## src/rtl/cpu_mem_pkg.sv

```systemverilog
// Shared definitions for the data-memory port: response-owner encoding,
// default bus widths and the RAM read latency.
package cpu_mem_pkg;

  typedef enum logic [1:0] {
    NONE = 2'd0,
    CPU  = 2'd1,
    HOST = 2'd2
  } owner_e;

  localparam int DEF_ADDR_W = 10;
  localparam int DEF_DATA_W = 32;
  localparam int RD_LATENCY = 1;

endpackage

```

## src/rtl/mem_port_arbiter_if.sv

```systemverilog
// Bundles the CPU request port, the host loader port and the RAM port.
// slave is the arbiter side, master is the environment (CPU, host, RAM).
interface mem_port_arbiter_if #(
  parameter int ADDR_W = cpu_mem_pkg::DEF_ADDR_W,
  parameter int DATA_W = cpu_mem_pkg::DEF_DATA_W
);

  logic              cpu_req;
  logic              cpu_we;
  logic [ADDR_W-1:0] cpu_addr;
  logic [DATA_W-1:0] cpu_wdata;
  logic              cpu_gnt;
  logic              cpu_rvalid;
  logic [DATA_W-1:0] cpu_rdata;
  logic              cpu_halted;

  logic              host_req;
  logic              host_we;
  logic              host_lock;
  logic [ADDR_W-1:0] host_addr;
  logic [DATA_W-1:0] host_wdata;
  logic              host_gnt;
  logic              host_rvalid;
  logic [DATA_W-1:0] host_rdata;

  logic              mem_en;
  logic              mem_we;
  logic [ADDR_W-1:0] mem_addr;
  logic [DATA_W-1:0] mem_wdata;
  logic [DATA_W-1:0] mem_rdata;

  modport slave (
    input  cpu_req, cpu_we, cpu_addr, cpu_wdata, cpu_halted,
    output cpu_gnt, cpu_rvalid, cpu_rdata,
    input  host_req, host_we, host_lock, host_addr, host_wdata,
    output host_gnt, host_rvalid, host_rdata,
    output mem_en, mem_we, mem_addr, mem_wdata,
    input  mem_rdata
  );

  modport master (
    output cpu_req, cpu_we, cpu_addr, cpu_wdata, cpu_halted,
    input  cpu_gnt, cpu_rvalid, cpu_rdata,
    output host_req, host_we, host_lock, host_addr, host_wdata,
    input  host_gnt, host_rvalid, host_rdata,
    input  mem_en, mem_we, mem_addr, mem_wdata,
    output mem_rdata
  );

endinterface

```

## src/rtl/mem_port_arbiter_rr_lock.sv

```systemverilog
// Two-way grant logic: halt and lock priority over a round-robin fallback,
// with the rr_last and lock_cnt state registers.
module rr_lock_arbiter
  import cpu_mem_pkg::*;
#(
  parameter int MAX_LOCK = 8
) (
  input  logic clk,
  input  logic reset,
  input  logic cpu_req,
  input  logic host_req,
  input  logic cpu_halted,
  input  logic host_lock,
  output logic cpu_gnt,
  output logic host_gnt
);

  localparam int                CNT_W    = $clog2(MAX_LOCK + 1);
  localparam logic [CNT_W-1:0]  LOCK_MAX = CNT_W'(MAX_LOCK);

  owner_e           rr_last, rr_next;
  logic [CNT_W-1:0] lock_cnt, cnt_next;
  logic             lock_ok;

  // NOTE: state registers use non-blocking assignments so every flop samples
  // the pre-edge values regardless of process evaluation order.
  always_ff @(posedge clk or posedge reset) begin
    if (reset) begin
      rr_last  <= HOST;
      lock_cnt <= '0;
    end else begin
      rr_last  <= rr_next;
      lock_cnt <= cnt_next;
    end
  end

  assign lock_ok = host_lock && (lock_cnt < LOCK_MAX);

  // NOTE: every output of this block gets a default first, so no path can
  // leave a value unassigned and infer a latch.
  always_comb begin
    cpu_gnt  = 1'b0;
    host_gnt = 1'b0;
    rr_next  = rr_last;
    cnt_next = lock_cnt;

    // Grants are suppressed while reset is held so the RAM port stays idle.
    if (!reset) begin
      if (cpu_req && !host_req) begin
        cpu_gnt = 1'b1;
      end else if (host_req && !cpu_req) begin
        host_gnt = 1'b1;
      end else if (cpu_req && host_req) begin
        if (cpu_halted || lock_ok) host_gnt = 1'b1;
        else if (rr_last == HOST)  cpu_gnt  = 1'b1;
        else                       host_gnt = 1'b1;
      end
    end

    if (cpu_gnt)       rr_next = CPU;
    else if (host_gnt) rr_next = HOST;

    // Lock budget only accrues while the CPU is actually being kept waiting.
    if (cpu_gnt || !host_lock || !cpu_req) cnt_next = '0;
    else if (host_gnt && (lock_cnt < LOCK_MAX)) cnt_next = lock_cnt + 1'b1;
  end

endmodule

```

## src/rtl/mem_port_arbiter.sv

```systemverilog
// Shares one synchronous data RAM between the CPU and the host loader port;
// muxes the granted request onto the RAM and steers read data back.
module mem_port_arbiter
  import cpu_mem_pkg::*;
#(
  parameter int ADDR_W   = DEF_ADDR_W,
  parameter int DATA_W   = DEF_DATA_W,
  parameter int MAX_LOCK = 8
) (
  input  logic                clk,
  input  logic                reset,
  mem_port_arbiter_if.slave   bus
);

  logic              cpu_gnt, host_gnt;
  owner_e            rsp_owner;
  logic [DATA_W-1:0] cpu_rdata_q, host_rdata_q;

  rr_lock_arbiter #(
    .MAX_LOCK (MAX_LOCK)
  ) u_arb (
    .clk        (clk),
    .reset      (reset),
    .cpu_req    (bus.cpu_req),
    .host_req   (bus.host_req),
    .cpu_halted (bus.cpu_halted),
    .host_lock  (bus.host_lock),
    .cpu_gnt    (cpu_gnt),
    .host_gnt   (host_gnt)
  );

  assign bus.cpu_gnt  = cpu_gnt;
  assign bus.host_gnt = host_gnt;
  assign bus.mem_en   = cpu_gnt | host_gnt;

  always_comb begin
    bus.mem_we    = 1'b0;
    bus.mem_addr  = '0;
    bus.mem_wdata = '0;
    if (cpu_gnt) begin
      bus.mem_we    = bus.cpu_we;
      bus.mem_addr  = bus.cpu_addr;
      bus.mem_wdata = bus.cpu_wdata;
    end else if (host_gnt) begin
      bus.mem_we    = bus.host_we;
      bus.mem_addr  = bus.host_addr;
      bus.mem_wdata = bus.host_wdata;
    end
  end

  // rsp_owner marks the cycle in which mem_rdata belongs to a requester.
  always_ff @(posedge clk or posedge reset) begin
    if (reset) begin
      rsp_owner    <= NONE;
      cpu_rdata_q  <= '0;
      host_rdata_q <= '0;
    end else begin
      if (bus.mem_en && !bus.mem_we) rsp_owner <= cpu_gnt ? CPU : HOST;
      else                           rsp_owner <= NONE;
      if (rsp_owner == CPU)  cpu_rdata_q  <= bus.mem_rdata;
      if (rsp_owner == HOST) host_rdata_q <= bus.mem_rdata;
    end
  end

  // Response data is live in the rvalid cycle and held afterwards.
  assign bus.cpu_rvalid  = (rsp_owner == CPU);
  assign bus.host_rvalid = (rsp_owner == HOST);
  assign bus.cpu_rdata   = bus.cpu_rvalid  ? bus.mem_rdata : cpu_rdata_q;
  assign bus.host_rdata  = bus.host_rvalid ? bus.mem_rdata : host_rdata_q;

endmodule

```

## src/flat_wrapper.sv

```systemverilog
// flat-port wrapper written by rule: the top's interface ports become plain ports
module mem_port_arbiter_flat import cpu_mem_pkg::*;
#(
  parameter int ADDR_W   = DEF_ADDR_W,
  parameter int DATA_W   = DEF_DATA_W,
  parameter int MAX_LOCK = 8
)
  (clk, reset, bus_cpu_req, bus_cpu_we, bus_cpu_addr, bus_cpu_wdata, bus_cpu_halted, bus_cpu_gnt, bus_cpu_rvalid, bus_cpu_rdata, bus_host_req, bus_host_we, bus_host_lock, bus_host_addr, bus_host_wdata, bus_host_gnt, bus_host_rvalid, bus_host_rdata, bus_mem_en, bus_mem_we, bus_mem_addr, bus_mem_wdata, bus_mem_rdata);
  mem_port_arbiter_if #(.ADDR_W(ADDR_W), .DATA_W(DATA_W)) bus_i ();
  input  logic clk;
  input  logic reset;
  input wire logic [$bits(bus_i.cpu_req)-1:0] bus_cpu_req;
  input wire logic [$bits(bus_i.cpu_we)-1:0] bus_cpu_we;
  input wire logic [$bits(bus_i.cpu_addr)-1:0] bus_cpu_addr;
  input wire logic [$bits(bus_i.cpu_wdata)-1:0] bus_cpu_wdata;
  input wire logic [$bits(bus_i.cpu_halted)-1:0] bus_cpu_halted;
  output wire logic [$bits(bus_i.cpu_gnt)-1:0] bus_cpu_gnt;
  output wire logic [$bits(bus_i.cpu_rvalid)-1:0] bus_cpu_rvalid;
  output wire logic [$bits(bus_i.cpu_rdata)-1:0] bus_cpu_rdata;
  input wire logic [$bits(bus_i.host_req)-1:0] bus_host_req;
  input wire logic [$bits(bus_i.host_we)-1:0] bus_host_we;
  input wire logic [$bits(bus_i.host_lock)-1:0] bus_host_lock;
  input wire logic [$bits(bus_i.host_addr)-1:0] bus_host_addr;
  input wire logic [$bits(bus_i.host_wdata)-1:0] bus_host_wdata;
  output wire logic [$bits(bus_i.host_gnt)-1:0] bus_host_gnt;
  output wire logic [$bits(bus_i.host_rvalid)-1:0] bus_host_rvalid;
  output wire logic [$bits(bus_i.host_rdata)-1:0] bus_host_rdata;
  output wire logic [$bits(bus_i.mem_en)-1:0] bus_mem_en;
  output wire logic [$bits(bus_i.mem_we)-1:0] bus_mem_we;
  output wire logic [$bits(bus_i.mem_addr)-1:0] bus_mem_addr;
  output wire logic [$bits(bus_i.mem_wdata)-1:0] bus_mem_wdata;
  input wire logic [$bits(bus_i.mem_rdata)-1:0] bus_mem_rdata;
  assign bus_i.cpu_req = bus_cpu_req;
  assign bus_i.cpu_we = bus_cpu_we;
  assign bus_i.cpu_addr = bus_cpu_addr;
  assign bus_i.cpu_wdata = bus_cpu_wdata;
  assign bus_i.cpu_halted = bus_cpu_halted;
  assign bus_cpu_gnt = bus_i.cpu_gnt;
  assign bus_cpu_rvalid = bus_i.cpu_rvalid;
  assign bus_cpu_rdata = bus_i.cpu_rdata;
  assign bus_i.host_req = bus_host_req;
  assign bus_i.host_we = bus_host_we;
  assign bus_i.host_lock = bus_host_lock;
  assign bus_i.host_addr = bus_host_addr;
  assign bus_i.host_wdata = bus_host_wdata;
  assign bus_host_gnt = bus_i.host_gnt;
  assign bus_host_rvalid = bus_i.host_rvalid;
  assign bus_host_rdata = bus_i.host_rdata;
  assign bus_mem_en = bus_i.mem_en;
  assign bus_mem_we = bus_i.mem_we;
  assign bus_mem_addr = bus_i.mem_addr;
  assign bus_mem_wdata = bus_i.mem_wdata;
  assign bus_i.mem_rdata = bus_mem_rdata;
  mem_port_arbiter #(.ADDR_W(ADDR_W), .DATA_W(DATA_W), .MAX_LOCK(MAX_LOCK)) u_core (.clk(clk), .reset(reset), .bus(bus_i));
endmodule
```

## config.mk

```make
export PLATFORM = sky130hd
export DESIGN_NAME = mem_port_arbiter_flat
export DESIGN_NICKNAME = d
export VERILOG_FILES = /design/src/rtl/cpu_mem_pkg.sv /design/src/rtl/mem_port_arbiter_if.sv /design/src/rtl/mem_port_arbiter_rr_lock.sv /design/src/rtl/mem_port_arbiter.sv /design/src/flat_wrapper.sv
export SDC_FILE = /design/constraint.sdc
export NUM_CORES = 1
export LEC_CHECK = 0
export ABC_AREA = 1
export CORE_MARGIN = 5
export CORE_UTILIZATION = 39
export CTS_CLUSTER_SIZE = 8
export DETAILED_ROUTE_END_ITERATION = 8
export PLACE_DENSITY = 0.86
export SLEW_MARGIN = 20
export SYNTH_ARGS = -nofsm -noshare
export SYNTH_HDL_FRONTEND = slang
export SYNTH_SLANG_ARGS = --single-unit
```

## constraint.sdc

```tcl
create_clock -name clk -period 7.85 [get_ports clk]
set_input_delay 2.355 -clock clk [delete_from_list [all_inputs] [get_ports clk]]
set_output_delay 2.355 -clock clk [all_outputs]
set_load 0.03 [all_outputs]
```

==> run_results.csv <==
group,metric,value,unit
run_status,outcome,"finished clean",
hold_path,min_from,"u_core.cpu_rdata_q[4]$_DFF_PP0_",
timing,setup-violations-final,0,
setup_path,max_stage_delay,0.68,ns
yosys,cell_area_after_synthesis,3630,sq um
cts,tritoncts,"yes",
hold_path,holdPathEnd,"u_core.cpu_rdata_q[4]$_DFF_PP0_",
timing,final_period_minus_worst_setup_slack,6.75,ns
cts,ctsResizeCount,0,
setup_path,rr_endpoint,"u_core.host_rdata_q[23]$_DFF_PP0_",
timing,timing.clock.skew,0.00892,ns
setup_path,arrival,4.39,ns
layout,most-common-layout-cells,"sky130_fd_sc_hd__clkdlybuf4s50_1, sky130_fd_sc_hd__nand2_1, sky130_fd_sc_hd__nand2_2",
yosys,netlist-cell-type-count,25,
cts,post_cts.repair.setup_buffers,0,
hold_path,hold_class,"flop to flop",
route,routed_wire_length_per_instance,15.3,um
timing,period_share,85.9,%
setup_path,start_kind,"primary input",
placement,place.port_buffers,235,
timing,worst_slew_pin_slew,0.921,ns
floorplanning,floorplan.core_area,9150,sq um
placement,dpl-instance-area,5950,sq um
route,drtPass1Iterations,4,
placement,place.detailed.hpwl,9.28,mm
setup_path,critical_path_peak_fanout,45,
layout,stdcell_area,6180,sq um
layout,layout-area-overhead-vs-synth,70.1,%
cts,cts_buf_count,9,
setup_path,rr_worst_depth,4,
setup_path,regToRegStartpoint,"u_core.rsp_owner[1]$_DFF_PP0_",
global_routing,overflow,0,
pwr,power,1390,uW
floorplanning,total_die_area,11300,sq um
yosys,synth.yosys.warnings,0,
timing,hold_viol,0,
timing,setup_slack,1.10,ns
placement,gpl.final_weighted_congestion,0.837,
timing,grt_setup_unrepaired,"false",
global_routing,grt_first_pass_wirelength,18.6,mm
cts,clock_latency,0.34,ns
route,drtIter0Drc,171,
global_routing,antenna_violations_before_repair,0,
pwr,power-per-cell-area,224,nW/um^2
route,detail_route.wirelength,11.9,mm
timing,slew_headroom,38.6,%
yosys,number_of_storage_elements_in_the_synthesis_netlist,72,
floorplanning,num_io_pins,236,
route,antenna_violating_nets_post_route,0,
layout,regArea,1800,sq um
layout,number_of_diodes_added_for_antenna_fixing,0,
timing,drv_slew,0,
setup_path,end_kind,"output pin",
yosys,post_synth_inst_count,435,
layout,fill_cells,722,
yosys,synth-seq-area-share,49.6,%
global_routing,vias_in_the_first_global_route,3655,
setup_path,critical_path.top_delay_family,"buffers and inverters",
run,drv_cap,0,
route,drcViolationCount,0,
floorplanning,initial_core_util,39.7,%
cts,clockRootBuffer,"sky130_fd_sc_hd__clkbuf_8",
layout,multiInputGateArea,1460,sq um
floorplanning,die_extent_in_x,107,um
layout,post_layout_net_count,786,
timing,timing.setup.tns,0,ns
setup_path,worstSetupPathType,"primary input to output pin",
cts,cts.htree.levels,3,
setup_path,crit_chain,"clkdlybuf4s50_1 > nor2_2 > nand2_4 > inv_6 > nand2_1 > nand2_1 > clkdlybuf4s50_1",
layout,drive_gt1_share,16.5,%
setup_path,worst-r2r-setup-slack,6.16,ns
global_routing,grt_usage,20.6,%
placement,preCtsSetupSlack,1.10,ns
global_routing,grt_start_max_net_pins,73,
setup_path,cp_slowest_cell,"sky130_fd_sc_hd__clkdlybuf4s50_1",
layout,layout_commonest_cell,"sky130_fd_sc_hd__clkdlybuf4s50_1",
pwr,irDropWorstVdd,0.209,mV
floorplanning,floorplan.rows,35,
yosys,synth.net_count,560,
setup_path,cp_data_required_time,5.50,ns
yosys,syn_avg_cell_area,8.35,sq um
cts,clk_pin_slew_worst_setup_hold_paths,0.07,ns
layout,final_util,67.5,%
route,route.vias.total,3587,
cts,cts_max_path_buffers,2,
floorplanning,die_h,107,um
pwr,total_leakage_power,0.00292,uW
timing,fmaxAchievable,148,MHz
cts,hold_buffers,0,
route,via_count_normalized_by_instance_count,4.62,
hold_path,min_path_cells,2,
cts,cts.sink_count,72,
setup_path,cp_num_buf_inv,3,
kinds of logic (layout without fill, tap and decap cells):
family	after synthesis	in the layout	share of synthesized area [%]
buffers and inverters	69	300	10.3
AOI/OAI and AO/OA	67	67	9.23
adders and majority gates	1	1	0.344
and+or+nand+nor	225	225	30.3
DFF	72	72	49.6
xor gates and xnor gates	1	1	0.241
worst max-delay path by stage:
stage              startpoint                 to  slack, ns  cells after the start
6_report                reset   bus_mem_wdata[7]       1.10                      7
2_1_floorplan  bus_cpu_halted  bus_mem_wdata[10]       2.35                      8
5_1_grt                 reset  bus_mem_wdata[10]       0.97                      7
3_3_place_gp            reset         bus_mem_we       1.13                      7
4_1_cts                 reset         bus_mem_we       1.09                      7
3_5_place_dp            reset         bus_mem_we       1.10                      7
where the power goes:
| part | total (uW) | leakage (uW) | internal [uW] | switching, uW |
|---|---|---|---|---|
| Clock | 322 | 0.000106 | 187 | 135 |
| Sequential | 470 | 0.000886 | 448 | 21.7 |
| Combinational | 594 | 0.00192 | 247 | 346 |
sequential cells by signal, summed over array words and instances (netlist names):
signal,cells
u_core.u_arb.rr_last,2
u_core.u_arb.lock_cnt,4
u_core.cpu_rdata_q,32
u_core.rsp_owner,2
u_core.host_rdata_q,32
per-layer routing:
layer / part of all wire (%) / global-route usage (%) / vias to the layer above
li1: - / - / 1776
met1: 38 / 24.2 / 1642
met2: 52 / 35.9 / 146
met3: 8.0 / 6.38 / 23
met4: 1.9 / 6.85 / 0
met5: 0 / 0 / -
synthesized netlist by cell type:
cell type                  number  area share (%)
sky130_fd_sc_hd__nand2_1      128              13
sky130_fd_sc_hd__nand2_2       79              14
sky130_fd_sc_hd__dfrtp_1       71              49
sky130_fd_sc_hd__o21ai_0       61             8.4
sky130_fd_sc_hd__inv_1         44             4.5
sky130_fd_sc_hd__clkbuf_1       7            0.72
sky130_fd_sc_hd__buf_2          6            0.83
sky130_fd_sc_hd__nor2_1         6            0.62
sky130_fd_sc_hd__buf_12         4             2.2
sky130_fd_sc_hd__buf_6          4             1.2
sky130_fd_sc_hd__o21ai_1        4            0.55
sky130_fd_sc_hd__a21oi_1        2            0.28
sky130_fd_sc_hd__inv_2          2            0.21
sky130_fd_sc_hd__nand2_4        2            0.62
sky130_fd_sc_hd__nand3_1        2            0.28
sky130_fd_sc_hd__nand4_1        2            0.34
sky130_fd_sc_hd__nor2_2         2            0.34
sky130_fd_sc_hd__nor2_4         2            0.62
sky130_fd_sc_hd__dfstp_2        1            0.72
sky130_fd_sc_hd__ha_1           1            0.34
sky130_fd_sc_hd__inv_6          1            0.24
sky130_fd_sc_hd__inv_8          1            0.31
sky130_fd_sc_hd__nand3_2        1            0.28
sky130_fd_sc_hd__nand4_2        1            0.34
sky130_fd_sc_hd__xor2_1         1            0.24
stage by stage:
stage               std cells  hold WS (ns)
floorplan                 435         0.501
global placement          761         0.475
detailed placement        761         0.482
CTS                       777         0.504
global route              777         0.516
finish                    777         0.495
cell type report:
class,instances,area share (%)
Clock buffer,11,2.29
Timing Repair Buffer,236,38.2
Sequential cell,72,29.2
Clock inverter,5,1.30
Inverter,48,3.12
Multi-Input combinational cell,294,23.7
Tap cell,111,2.25
tightest hold or removal path, delay by kind of cell, from the launching register on:
family,cells,cell delay [ns]
AOI/OAI and AO/OA,1,0.09
and+or+nand+nor,1,0.04
DFF,1,0.32
No activity file was read; power rests on OpenSTA's default activity.
